`config.mk`:
```
export PLATFORM = sky130hd
export DESIGN_NAME = axis_video_monitor
export DESIGN_NICKNAME = d
export VERILOG_FILES = /design/src/rtl/axis_video_pkg.sv /design/src/rtl/axis_video_monitor_ready_gen.sv /design/src/rtl/axis_video_monitor.sv
export SDC_FILE = /design/constraint.sdc
export NUM_CORES = 1
export LEC_CHECK = 0
export BUFFER_PORTS_ARGS = -buffer_cell sky130_fd_sc_hd__clkbuf_2
export CAP_MARGIN = 20
export CORE_MARGIN = 4
export CORE_UTILIZATION = 25
export CTS_CLUSTER_DIAMETER = 50
export DETAILED_ROUTE_END_ITERATION = 8
export HOLD_SLACK_MARGIN = 0.12
export PLACE_DENSITY = 0.51
export SLEW_MARGIN = 30
export SYNTH_ARGS = -nofsm -noshare
export SYNTH_HDL_FRONTEND = slang
export SYNTH_SLANG_ARGS = --single-unit
```
`constraint.sdc`:
```
create_clock -name clk -period 16.4 [get_ports clk]
set_clock_uncertainty 0.2 [all_clocks]
set_input_delay 1.64 -clock clk [delete_from_list [all_inputs] [get_ports clk]]
set_output_delay 1.64 -clock clk [all_outputs]
set_load 0.005 [all_outputs]
```
`src/rtl/axis_video_pkg.sv`:
```
// Shared types and constants for the AXI4-Stream video monitor.
package axis_video_pkg;

    typedef enum logic [1:0] {
        READY_ALWAYS      = 2'd0,
        READY_RANDOM      = 2'd1,
        READY_AFTER_VALID = 2'd2,
        READY_DUTY        = 2'd3
    } ready_mode_e;

    typedef enum logic {
        WAIT_SOF = 1'b0,
        IN_FRAME = 1'b1
    } fsm_state_e;

    localparam int LFSR_W     = 33;
    localparam int LFSR_TAP_A = 32;
    localparam int LFSR_TAP_B = 19;
    localparam int SUM_W      = 32;

    // One step of the 33-bit XNOR-feedback shift register.
    function automatic logic [LFSR_W-1:0] lfsrStep(input logic [LFSR_W-1:0] state);
        return {state[LFSR_W-2:0], state[LFSR_TAP_A] ^ ~state[LFSR_TAP_B]};
    endfunction

endpackage

```
`src/rtl/axis_video_monitor_ready_gen.sv`:
```
// Registered tready generator with selectable backpressure patterns.
// The LFSR free-runs in every mode; the duty counter only runs in duty
// mode so the pattern always starts with its high phase when entered.
module axis_ready_gen
    import axis_video_pkg::*;
#(
    parameter logic [LFSR_W-1:0] RND_SEED = 33'h04A4C6E4A,
    parameter int                DUTY_ON  = 3,
    parameter int                DUTY_OFF = 1
) (
    input  logic       clk,
    input  logic       rst,
    input  logic [1:0] ready_mode_i,
    input  logic       s_tvalid_i,
    input  logic       handshake_i,
    output logic       s_tready_o
);

    localparam int DUTY_PERIOD = DUTY_ON + DUTY_OFF;
    localparam int DUTY_W      = (DUTY_PERIOD > 1) ? $clog2(DUTY_PERIOD) : 1;
    localparam logic [DUTY_W-1:0] DUTY_LAST   = DUTY_W'(DUTY_PERIOD - 1);
    localparam logic [DUTY_W:0]   DUTY_ON_CMP = (DUTY_W + 1)'(DUTY_ON);

    ready_mode_e       mode;
    logic [LFSR_W-1:0] lfsr_q, lfsr_d;
    logic [DUTY_W-1:0] dutyCnt_q, dutyCnt_d;
    logic              ready_q, ready_d;

    assign mode       = ready_mode_e'(ready_mode_i);
    assign s_tready_o = ready_q;

    // Next ready value per mode; random mode tracks the MSB of the stepped LFSR.
    always_comb begin
        lfsr_d    = lfsrStep(lfsr_q);
        dutyCnt_d = '0;
        ready_d   = 1'b0;
        case (mode)
            READY_ALWAYS:      ready_d = 1'b1;
            READY_RANDOM:      ready_d = lfsr_d[LFSR_TAP_A];
            READY_AFTER_VALID: ready_d = s_tvalid_i & ~handshake_i;
            READY_DUTY: begin
                ready_d   = ({1'b0, dutyCnt_q} < DUTY_ON_CMP);
                dutyCnt_d = (dutyCnt_q == DUTY_LAST) ? '0 : dutyCnt_q + 1'b1;
            end
            default:           ready_d = 1'b0;
        endcase
    end

    // State registers for the LFSR, duty phase and the registered ready.
    always_ff @(posedge clk or posedge rst) begin
        if (rst) begin
            lfsr_q    <= RND_SEED;
            dutyCnt_q <= '0;
            ready_q   <= 1'b0;
        end else begin
            lfsr_q    <= lfsr_d;
            dutyCnt_q <= dutyCnt_d;
            ready_q   <= ready_d;
        end
    end

endmodule

```
`src/rtl/axis_video_monitor.sv`:
```
// AXI4-Stream video sink/monitor: framing checks, checksum, timeout watchdog
// and saturating error counters. Assumes Y_SIZE >= 2 so line_idx has width.
module axis_video_monitor
    import axis_video_pkg::*;
#(
    parameter int                DATA_W   = 32,
    parameter int                X_SIZE   = 480,
    parameter int                Y_SIZE   = 480,
    parameter int                TIMEOUT  = 1000,
    parameter int                CNT_W    = 16,
    parameter logic [LFSR_W-1:0] RND_SEED = 33'h04A4C6E4A,
    parameter int                DUTY_ON  = 3,
    parameter int                DUTY_OFF = 1
) (
    input  logic                      clk,
    input  logic                      rst,
    input  logic [DATA_W-1:0]         s_tdata,
    input  logic                      s_tvalid,
    input  logic                      s_tuser,
    input  logic                      s_tlast,
    output logic                      s_tready,
    input  logic [1:0]                ready_mode,
    input  logic                      clr_errors,
    output logic [CNT_W-1:0]          frame_count,
    output logic [$clog2(Y_SIZE)-1:0] line_idx,
    output logic                      frame_done,
    output logic [SUM_W-1:0]          frame_sum,
    output logic [CNT_W-1:0]          err_sof_missing,
    output logic [CNT_W-1:0]          err_sof_unexpected,
    output logic [CNT_W-1:0]          err_eol_missing,
    output logic [CNT_W-1:0]          err_eol_unexpected,
    output logic [CNT_W-1:0]          err_timeout,
    output logic                      any_error
);

    localparam int X_W = (X_SIZE > 1) ? $clog2(X_SIZE) : 1;
    localparam int Y_W = $clog2(Y_SIZE);
    localparam int T_W = (TIMEOUT > 1) ? $clog2(TIMEOUT) : 1;
    localparam logic [X_W-1:0] X_LAST = X_W'(X_SIZE - 1);
    localparam logic [Y_W-1:0] Y_LAST = Y_W'(Y_SIZE - 1);
    localparam logic [T_W-1:0] T_LAST = T_W'(TIMEOUT - 1);

    fsm_state_e       state_q, state_d;
    logic [X_W-1:0]   xPos_q, xPos_d, curX;
    logic [Y_W-1:0]   yPos_q, yPos_d, curY;
    logic [SUM_W-1:0] sum_q, sum_d, curSum;
    logic             sofGuard_q, sofGuard_d;
    logic             frameDone_q, frameDone_d;
    logic [SUM_W-1:0] frameSum_q, frameSum_d;
    logic [T_W-1:0]   timeoutCnt_q, timeoutCnt_d;
    logic [CNT_W-1:0] frameCount_q, frameCount_d;
    logic [CNT_W-1:0] errSofMissing_q, errSofMissing_d;
    logic [CNT_W-1:0] errSofUnexp_q, errSofUnexp_d;
    logic [CNT_W-1:0] errEolMissing_q, errEolMissing_d;
    logic [CNT_W-1:0] errEolUnexp_q, errEolUnexp_d;
    logic [CNT_W-1:0] errTimeout_q, errTimeout_d;
    logic             anyError_q, anyError_d;

    logic             beat;
    logic [SUM_W-1:0] beatWord;
    logic             processBeat, lineEnd;
    logic             evtFrameStart, evtSofMissing, evtSofUnexp;
    logic             evtEolMissing, evtEolUnexp, evtTimeout;

    function automatic logic [CNT_W-1:0] satInc(input logic [CNT_W-1:0] value, input logic enable);
        if (enable && (value != {CNT_W{1'b1}})) return value + 1'b1;
        return value;
    endfunction

    assign beat     = s_tvalid & s_tready;
    assign beatWord = SUM_W'(s_tdata);

    axis_ready_gen #(
        .RND_SEED (RND_SEED),
        .DUTY_ON  (DUTY_ON),
        .DUTY_OFF (DUTY_OFF)
    ) u_ready_gen (
        .clk          (clk),
        .rst          (rst),
        .ready_mode_i (ready_mode),
        .s_tvalid_i   (s_tvalid),
        .handshake_i  (beat),
        .s_tready_o   (s_tready)
    );

    // Framing FSM: an SOF (expected or not) restarts at (0,0) before the EOL check runs.
    always_comb begin
        state_d       = state_q;
        xPos_d        = xPos_q;
        yPos_d        = yPos_q;
        sum_d         = sum_q;
        sofGuard_d    = sofGuard_q;
        frameDone_d   = 1'b0;
        frameSum_d    = frameSum_q;
        curX          = xPos_q;
        curY          = yPos_q;
        curSum        = sum_q;
        processBeat   = 1'b0;
        lineEnd       = 1'b0;
        evtFrameStart = 1'b0;
        evtSofMissing = 1'b0;
        evtSofUnexp   = 1'b0;
        evtEolMissing = 1'b0;
        evtEolUnexp   = 1'b0;

        if (beat) begin
            case (state_q)
                WAIT_SOF: begin
                    if (s_tuser) begin
                        evtFrameStart = 1'b1;
                        processBeat   = 1'b1;
                        curX          = '0;
                        curY          = '0;
                        curSum        = '0;
                        sofGuard_d    = 1'b0;
                    end else if (!sofGuard_q) begin
                        evtSofMissing = 1'b1;
                        sofGuard_d    = 1'b1;
                    end
                end
                IN_FRAME: begin
                    processBeat = 1'b1;
                    if (s_tuser && ((xPos_q != '0) || (yPos_q != '0))) begin
                        evtSofUnexp   = 1'b1;
                        evtFrameStart = 1'b1;
                        curX          = '0;
                        curY          = '0;
                        curSum        = '0;
                    end
                end
                default: ;
            endcase
        end

        if (processBeat) begin
            sum_d   = curSum + beatWord;
            state_d = IN_FRAME;
            xPos_d  = curX;
            yPos_d  = curY;
            if (curX == X_LAST) begin
                lineEnd       = 1'b1;
                evtEolMissing = ~s_tlast;
            end else if (s_tlast) begin
                lineEnd     = 1'b1;
                evtEolUnexp = 1'b1;
            end else begin
                xPos_d = curX + 1'b1;
            end
            if (lineEnd) begin
                xPos_d = '0;
                if (curY == Y_LAST) begin
                    yPos_d      = '0;
                    state_d     = WAIT_SOF;
                    frameDone_d = 1'b1;
                    frameSum_d  = sum_d;
                    sofGuard_d  = 1'b0;
                end else begin
                    yPos_d = curY + 1'b1;
                end
            end
        end
    end

    // Valid watchdog: counts idle cycles and fires once every TIMEOUT of them.
    always_comb begin
        evtTimeout   = 1'b0;
        timeoutCnt_d = timeoutCnt_q;
        if (s_tvalid) begin
            timeoutCnt_d = '0;
        end else if (timeoutCnt_q == T_LAST) begin
            evtTimeout   = 1'b1;
            timeoutCnt_d = '0;
        end else begin
            timeoutCnt_d = timeoutCnt_q + 1'b1;
        end
    end

    // Saturating counters; a clear beats any event raised in the same cycle.
    always_comb begin
        frameCount_d    = satInc(frameCount_q, evtFrameStart);
        errSofMissing_d = '0;
        errSofUnexp_d   = '0;
        errEolMissing_d = '0;
        errEolUnexp_d   = '0;
        errTimeout_d    = '0;
        anyError_d      = 1'b0;
        if (!clr_errors) begin
            errSofMissing_d = satInc(errSofMissing_q, evtSofMissing);
            errSofUnexp_d   = satInc(errSofUnexp_q, evtSofUnexp);
            errEolMissing_d = satInc(errEolMissing_q, evtEolMissing);
            errEolUnexp_d   = satInc(errEolUnexp_q, evtEolUnexp);
            errTimeout_d    = satInc(errTimeout_q, evtTimeout);
            anyError_d      = anyError_q | evtSofMissing | evtSofUnexp |
                              evtEolMissing | evtEolUnexp | evtTimeout;
        end
    end

    // All monitor state, cleared asynchronously on reset.
    always_ff @(posedge clk or posedge rst) begin
        if (rst) begin
            state_q         <= WAIT_SOF;
            xPos_q          <= '0;
            yPos_q          <= '0;
            sum_q           <= '0;
            sofGuard_q      <= 1'b0;
            frameDone_q     <= 1'b0;
            frameSum_q      <= '0;
            timeoutCnt_q    <= '0;
            frameCount_q    <= '0;
            errSofMissing_q <= '0;
            errSofUnexp_q   <= '0;
            errEolMissing_q <= '0;
            errEolUnexp_q   <= '0;
            errTimeout_q    <= '0;
            anyError_q      <= 1'b0;
        end else begin
            state_q         <= state_d;
            xPos_q          <= xPos_d;
            yPos_q          <= yPos_d;
            sum_q           <= sum_d;
            sofGuard_q      <= sofGuard_d;
            frameDone_q     <= frameDone_d;
            frameSum_q      <= frameSum_d;
            timeoutCnt_q    <= timeoutCnt_d;
            frameCount_q    <= frameCount_d;
            errSofMissing_q <= errSofMissing_d;
            errSofUnexp_q   <= errSofUnexp_d;
            errEolMissing_q <= errEolMissing_d;
            errEolUnexp_q   <= errEolUnexp_d;
            errTimeout_q    <= errTimeout_d;
            anyError_q      <= anyError_d;
        end
    end

    assign frame_count        = frameCount_q;
    assign line_idx           = yPos_q;
    assign frame_done         = frameDone_q;
    assign frame_sum          = frameSum_q;
    assign err_sof_missing    = errSofMissing_q;
    assign err_sof_unexpected = errSofUnexp_q;
    assign err_eol_missing    = errEolMissing_q;
    assign err_eol_unexpected = errEolUnexp_q;
    assign err_timeout        = errTimeout_q;
    assign any_error          = anyError_q;

endmodule
```
==> results.yml, run 1 <==
run_status:
  outcome: "finished, final reports clean"
floorplan:
  dieArea_um2: 48600
  dieWidth_um: 220
  fp.dieH_um: 220
  ios: 180
  start_util: 0.254
  core_um2: 44400
  fp-row-count: 77
synth:
  ys_ff_latch: 228
  yosysMostFrequentCell: "dfrtp_1"
  synth.top_cell.area_share: 0.475
  synth_commonest_cells: "dfrtp_1, nand2_1, nor2_1"
  synth_area_leaders: "dfrtp_1, xor2_1, nand2_1"
  synth-seq-area-share: 0.508
  ys_async_sr_fraction: 1.00
  yosysWarnings: 0
  synth_cells: 1136
  synth_largest_area_cell: "dfrtp_1"
  netlist_area_um2: 11300
  syn_area_per_cell_um2: 9.92
  synth_edf_count: 0
  netlist-cell-type-count: 79
  ys.flop_type: "dfrtp_1"
  syn-num-nets: 1218
power:
  power.total_mw: 1.89
  p_comb_frac: 0.235
  ir_drop_mv: 0.0771
  p_leak_nw: 6.54
  net-switching-power_mw: 0.580
  power_frac_clock: 0.419
  swShare: 0.307
  p_int_mw: 1.31
  p_per_area_nw_per_um2: 134
  seqPwrFrac: 0.346
worst_setup_path:
  critical_path_class: "in2reg"
  cp_max_fo: 40
  arrival_ps: 5430
  timing.rr.start: "line_idx[2]"
  r2r.worst_path.cells: 17
  critPathLaunch: "s_tuser"
  endpoint_kind: "register"
  critical_path_required_ps: 16570
  critPathLaunchType: "input port"
drt:
  via_count: 8830
  postRouteWirelength_um: 29800
  drt_iter0_drc: 348
  via_per_inst: 4.54
  postRouteAntennaNets: 0
  drcViolationCount: 0
  avgRoutedWirePerCell_um: 15.3
  drt_pre_antenna_iters: 5
clock_tree:
  max-clock-path-buffers: 3
  cts_resized: 0
  ctsHtreeMaxLevel: 2
  root_buffer: "clkbuf_16"
  cts_sinks: 228
  post_cts_buffers: 0
  cts_tree: "done"
  path_clk_slew_ps: 60
  cts_inserted_buffers: 38
  hold_buffers: 0
  clk_latency_ps: 530
sta:
  setup_tns_ps: 0
  worst_slew_pin_slew_ps: 868
  hold_violations: 0
  slew_viol_final: 0
  clock.fmax_mhz: 190
  post-route-period-util: 0.321
  finalCriticalPeriod_ps: 5260
  rsz0062_at_grt: "false"
  setup_viol: 0
  relSlewSlack: 0.421
layout:
  fin_area_um2: 14100
  fill_cells: 4612
  drive_above_1_share: 0.216
  finalNetCount: 1410
  utilization: 0.317
  syn2layout_area_growth_pct: 25.0
  antenna_cells: 0
global_routing:
  grt_pass1_vias: 8896
  grt_overflow_total: 0
  grt_max_degree: 101
  grt_use_total: 0.123
  grt_antenna_before_repair: 0
  grt_pass1_wl_um: 48300
flow_run:
  max_cap_viol_count: 0
placed_design:
  dpl_cell_area_um2: 12800
  dp_hpwl_um: 20800
  gp_congestion: 0.793
  portBuffers: 179
worst_hold_path:
  hold_class: "reg2reg"
  hold_depth: 0
  holdCritStartpoint: "u_ready_gen.lfsr_q[29]"
[state kept, by name (all words and copies together) (netlist names)]
signal,count
any_error,1
err_eol_missing,16
err_eol_unexpected,16
err_sof_missing,16
err_sof_unexpected,16
err_timeout,16
frame_count,16
frame_done,1
frame_sum,32
line_idx,9
sofGuard_q,1
state_q,1
sum_q,32
timeoutCnt_q,10
u_ready_gen.dutyCnt_q,2
u_ready_gen.lfsr_q,33
u_ready_gen.s_tready_o,1
xPos_q,9
[final timing paths]
check,end,slack (ps)
min,u_ready_gen.lfsr_q[30],150
max reg2reg,sum_q[28],11520
max,sum_q[28],11140
max in group asynchronous,err_eol_unexpected[14],13570
min reg2reg,u_ready_gen.lfsr_q[30],150
min in group asynchronous,u_ready_gen.dutyCnt_q[1],1050
[power by group through the flow]
stage / clock (mW) / combinational [mW] / sequential [mW]
3_3_place_gp: 0 / 0.437 / 0.661
3_5_place_dp: 0 / 0.442 / 0.661
4_1_cts: 0.823 / 0.445 / 0.653
2_1_floorplan: 0 / 0.333 / 0.653
6_report: 0.791 / 0.442 / 0.653
5_1_grt: 0.846 / 0.504 / 0.660
[critical path, cell delays in order]
cell and delay, ps:
clkbuf_2 170, nand3_1 340, a41o_1 150, buf_4 370
and2_1 210, ha_1 190, inv_1 60, fa_1 390
nand2b_1 190, a21o_1 200, a211oi_1 540, o211ai_1 240
nand2_1 160, a211oi_1 120, o21bai_1 190, xnor2_1 150
o21ai_0 90
[kinds of logic (layout without fill, tap and decap cells)]
kind of cell | Yosys count | in the layout | share of synthesized area
XOR/XNOR | 119 | 119 | 0.0937
flip-flops | 228 | 228 | 0.508
adder cells (fa/ha/maj) | 42 | 42 | 0.0473
AND/OR/NAND/NOR | 469 | 469 | 0.203
AO/OA/AOI/OAI | 214 | 214 | 0.120
buffers and inverters | 55 | 272 | 0.0196
multiplexers | 9 | 9 | 0.00832
[final cells by class]
| class | instances | area, um2 | area share |
|---|---|---|---|
| Clock buffer | 46 | 1020 | 0.0725 |
| Clock inverter | 19 | 229 | 0.0162 |
| Inverter | 19 | 78.8 | 0.00559 |
| Multi-Input combinational cell | 853 | 5330 | 0.379 |
| Sequential cell | 228 | 5720 | 0.406 |
| Tap cell | 592 | 741 | 0.0526 |
| Timing Repair Buffer | 188 | 963 | 0.0684 |
[routing by layer]
| layer | GRT usage | vias up | share of wire |
|---|---|---|---|
| met5 | 0 | - | 0 |
| met4 | 0.0394 | 0 | 0.024 |
| met3 | 0.0475 | 43 | 0.089 |
| met2 | 0.184 | 233 | 0.42 |
| met1 | 0.164 | 4211 | 0.46 |
| li1 | - | 4343 | - |
[cells in the final DEF (no fill, tap or decap), drive strengths merged, types with 7 or more instances in the layout]
cell and n:
and3 27, dfstp 14, nand2b 9, nand4 18
buf 9, and4 7, or3 10, o21ai 103
a21o 15, clkbuf 225, xor2 70, nand3 45
inv 22, a31oi 8, dfrtp 214, nor3 19
xnor2 48, nor4 7, ha 41, and2 39
nand2 149, a21oi 39, clkinv 9, nor2 121
[metrics by stage]
stage,instances,worst slack [ps],hold slack [ps]
floorplan,1136,8340,131
global placement,1880,10800,137
detailed placement,1880,10600,137
CTS,1945,11200,150
global route,1945,10810,158
finish,1945,11140,145
(Power assumes the default switching activity.)
==> run 2, diff against run 1 <==
ABC_AREA = 1   (was unset)
PLACE_DENSITY = 0.5   (was 0.51)
clock period = 5.42 ns   (was 16.4 ns; I/O delays follow)
==> run 2 against run 1 <==
Synthesized area up 19%. Critical path type unchanged. Hold slack improved by 2.9 ps. Core utilization decreased by 0.76 points.
==> results.yml, run 2 <==
run_status:
  outcome: "finished, final reports clean"
placed_design:
  gp_congestion: 0.939
  dpl_cell_area_um2: 15000
  portBuffers: 179
  dp_hpwl_um: 28300
  pre_cts_ws_ps: 1310
  dp_cells: 2623
layout:
  syn2layout_area_growth_pct: 21.9
  finalNetCount: 2061
  fin_area_um2: 16400
  layout_common_cells: "nand2_1, dfrtp_1, inv_1, clkbuf_2, nor2_1"
  final_common_cell: "nand2_1"
  fill_cells: 5677
  utilization: 0.310
  drive_above_1_share: 0.158
  antenna_cells: 0
  seqCellArea_um2: 5720
  instances_no_fill: 2696
  largest_reg_flops: 33
  multiInputGateArea_um2: 6660
  top_register: "u_ready_gen.lfsr_q"
worst_setup_path:
  arrival_ps: 4350
  endpoint_kind: "register"
  critPathLaunchType: "input port"
  cp_max_fo: 35
  cp_cell_sequence: "dlygate4sd3_1 > clkbuf_2 > nand2_4 > inv_2 > nand2_2 > inv_1 > nand2_2 > inv_2 > nor2_1 > ha_1 > nand2_1 > nor2_1 > nand2_1 > nor3_1 > nand2_1 > nand2_1 > nand2_1 > nand3_1 > nand2_1"
  cpMostUsedCell: "nand2_1"
  critical_path.max_stage_delay_ps: 570
  critPathSlowestCell: "inv_2"
  critical_path_required_ps: 5640
  r2r.worst_path.cells: 17
  critical_path_class: "in2reg"
synth:
  synth_commonest_cells: "nand2_1, dfrtp_1, inv_1"
  ys_async_sr_fraction: 1.00
  netlist_area_um2: 13400
  synth_edf_count: 0
  yosysWarnings: 0
  syn_area_per_cell_um2: 7.50
  ys_ff_latch: 228
  syn-num-nets: 1872
  netlist-cell-type-count: 48
  synth_area_leaders: "dfrtp_1, nand2_1, nand3_1"
  synth.top_cell.area_share: 0.399
  synth_cells: 1790
  synth_largest_area_cell: "dfrtp_1"
  ys.flop_type: "dfrtp_1"
  synth-seq-area-share: 0.426
  yosysMostFrequentCell: "nand2_1"
power:
  p_leak_nw: 8.26
  seqPwrFrac: 0.318
  p_int_mw: 4.05
  swShare: 0.356
  power_frac_clock: 0.393
  power.total_mw: 6.29
  p_per_area_nw_per_um2: 384
  p_comb_frac: 0.289
  ir_drop_mv: 0.195
  net-switching-power_mw: 2.24
clock_tree:
  ctsHtreeMaxLevel: 2
  cts_inserted_buffers: 37
  path_clk_slew_ps: 50
  cts_sinks: 228
  clk_latency_ps: 540
  hold_buffers: 5
  root_buffer: "clkbuf_16"
  cts_tree: "done"
  post_cts_buffers: 0
  cts_resized: 0
  max-clock-path-buffers: 3
floorplan:
  dieWidth_um: 240
  dieArea_um2: 57500
  start_util: 0.254
  ios: 180
  fp.dieH_um: 240
  fp-row-count: 84
  core_um2: 52900
worst_hold_path:
  hold_class: "reg2reg"
  hold_depth: 0
drt:
  postRouteWirelength_um: 39000
  postRouteAntennaNets: 0
  drcViolationCount: 0
  avgRoutedWirePerCell_um: 14.5
  via_per_inst: 4.51
  route.met2.wl_um: 18100
  via_count: 12200
  drt_iter0_drc: 700
  wl_met1_um: 17900
  wl_met3_um: 2090
  drt_pre_antenna_iters: 5
  topRoutingLayerUsed: "met4"
sta:
  worst_slew_pin_slew_ps: 899
  setup_slack_ps: 1290
  slew_viol_final: 0
  clock.fmax_mhz: 242
  holdWs_ps: 148
  hold_violations: 0
  finalCriticalPeriod_ps: 4130
  relSlewSlack: 0.400
  setup_viol: 0
  post-route-period-util: 0.762
  rsz0062_at_grt: "false"
  setup_tns_ps: 0
global_routing:
  grt_overflow_total: 0
  grt_pass1_wl_um: 63000
  grt_max_degree: 115
  grt_antenna_before_repair: 0
  grt_use_total: 0.134
  grt_pass1_vias: 11900
flow_run:
  max_cap_viol_count: 0
[run 2: changes by cell type after synthesis, sizes merged, moves of 9 or more]
cell,before,now
nand2,149,525
inv,19,220
nand3,45,162
nor2,121,188
and2,39,1
xnor2,48,21
and3,27,2
nor3,19,44
nand4,18,38
nand3b,0,18
a21o,15,2
or3,10,0
buf,12,21
nand2b,9,0
[run 2: layer usage]
layer  vias up  global-route usage
met1      5683               0.177
met5         -                   0
met4         0              0.0385
met3        59              0.0314
met2       279               0.221
li1       6144                   -
[run 2: layout make-up]
class | count | area share
inverter | 221 | 0.0512
clock buffer | 48 | 0.0635
clock inverter | 20 | 0.0151
multi-input combinational | 1301 | 0.407
tap | 688 | 0.0526
timing repair buffer | 190 | 0.0613
sequential | 228 | 0.350
[run 2: final timing paths]
kind | start | to | slack (ps)
hold / removal | u_ready_gen.lfsr_q[28] | u_ready_gen.lfsr_q[29] | 150
min in group asynchronous | rst | frame_count[1] | 510
setup reg to reg | xPos_q[1] | frame_sum[12] | 1570
hold reg to reg | u_ready_gen.lfsr_q[28] | u_ready_gen.lfsr_q[29] | 150
max in group asynchronous | rst | err_sof_unexpected[2] | 3410
setup / recovery | s_tvalid | frame_sum[29] | 1290
[run 2: logic make-up after synthesis]
group | synth area share
and+or+nand+nor | 0.322
adders and majority gates | 0.0397
buffers and inverters | 0.0786
xor gates and xnor gates | 0.0567
AOI/OAI and AO/OA | 0.0771
DFF | 0.426
[run 2: power groups by stage]
stage                     registers, mW  clock network, mW  logic, mW
after global routing               2.02               2.63       2.09
after floorplan                    2.00                  0       1.33
after CTS                          2.00               2.56       1.83
final                              2.00               2.47       1.82
after global placement             2.02                  0       1.82
after detailed placement           2.02                  0       1.81
[run 2: worst max-delay path: cells and delay by family]
kind / cells / cell delay (ps)
buffers and inverters: 5 / 1540
adders and majority gates: 1 / 460
and+or+nand+nor: 13 / 1780
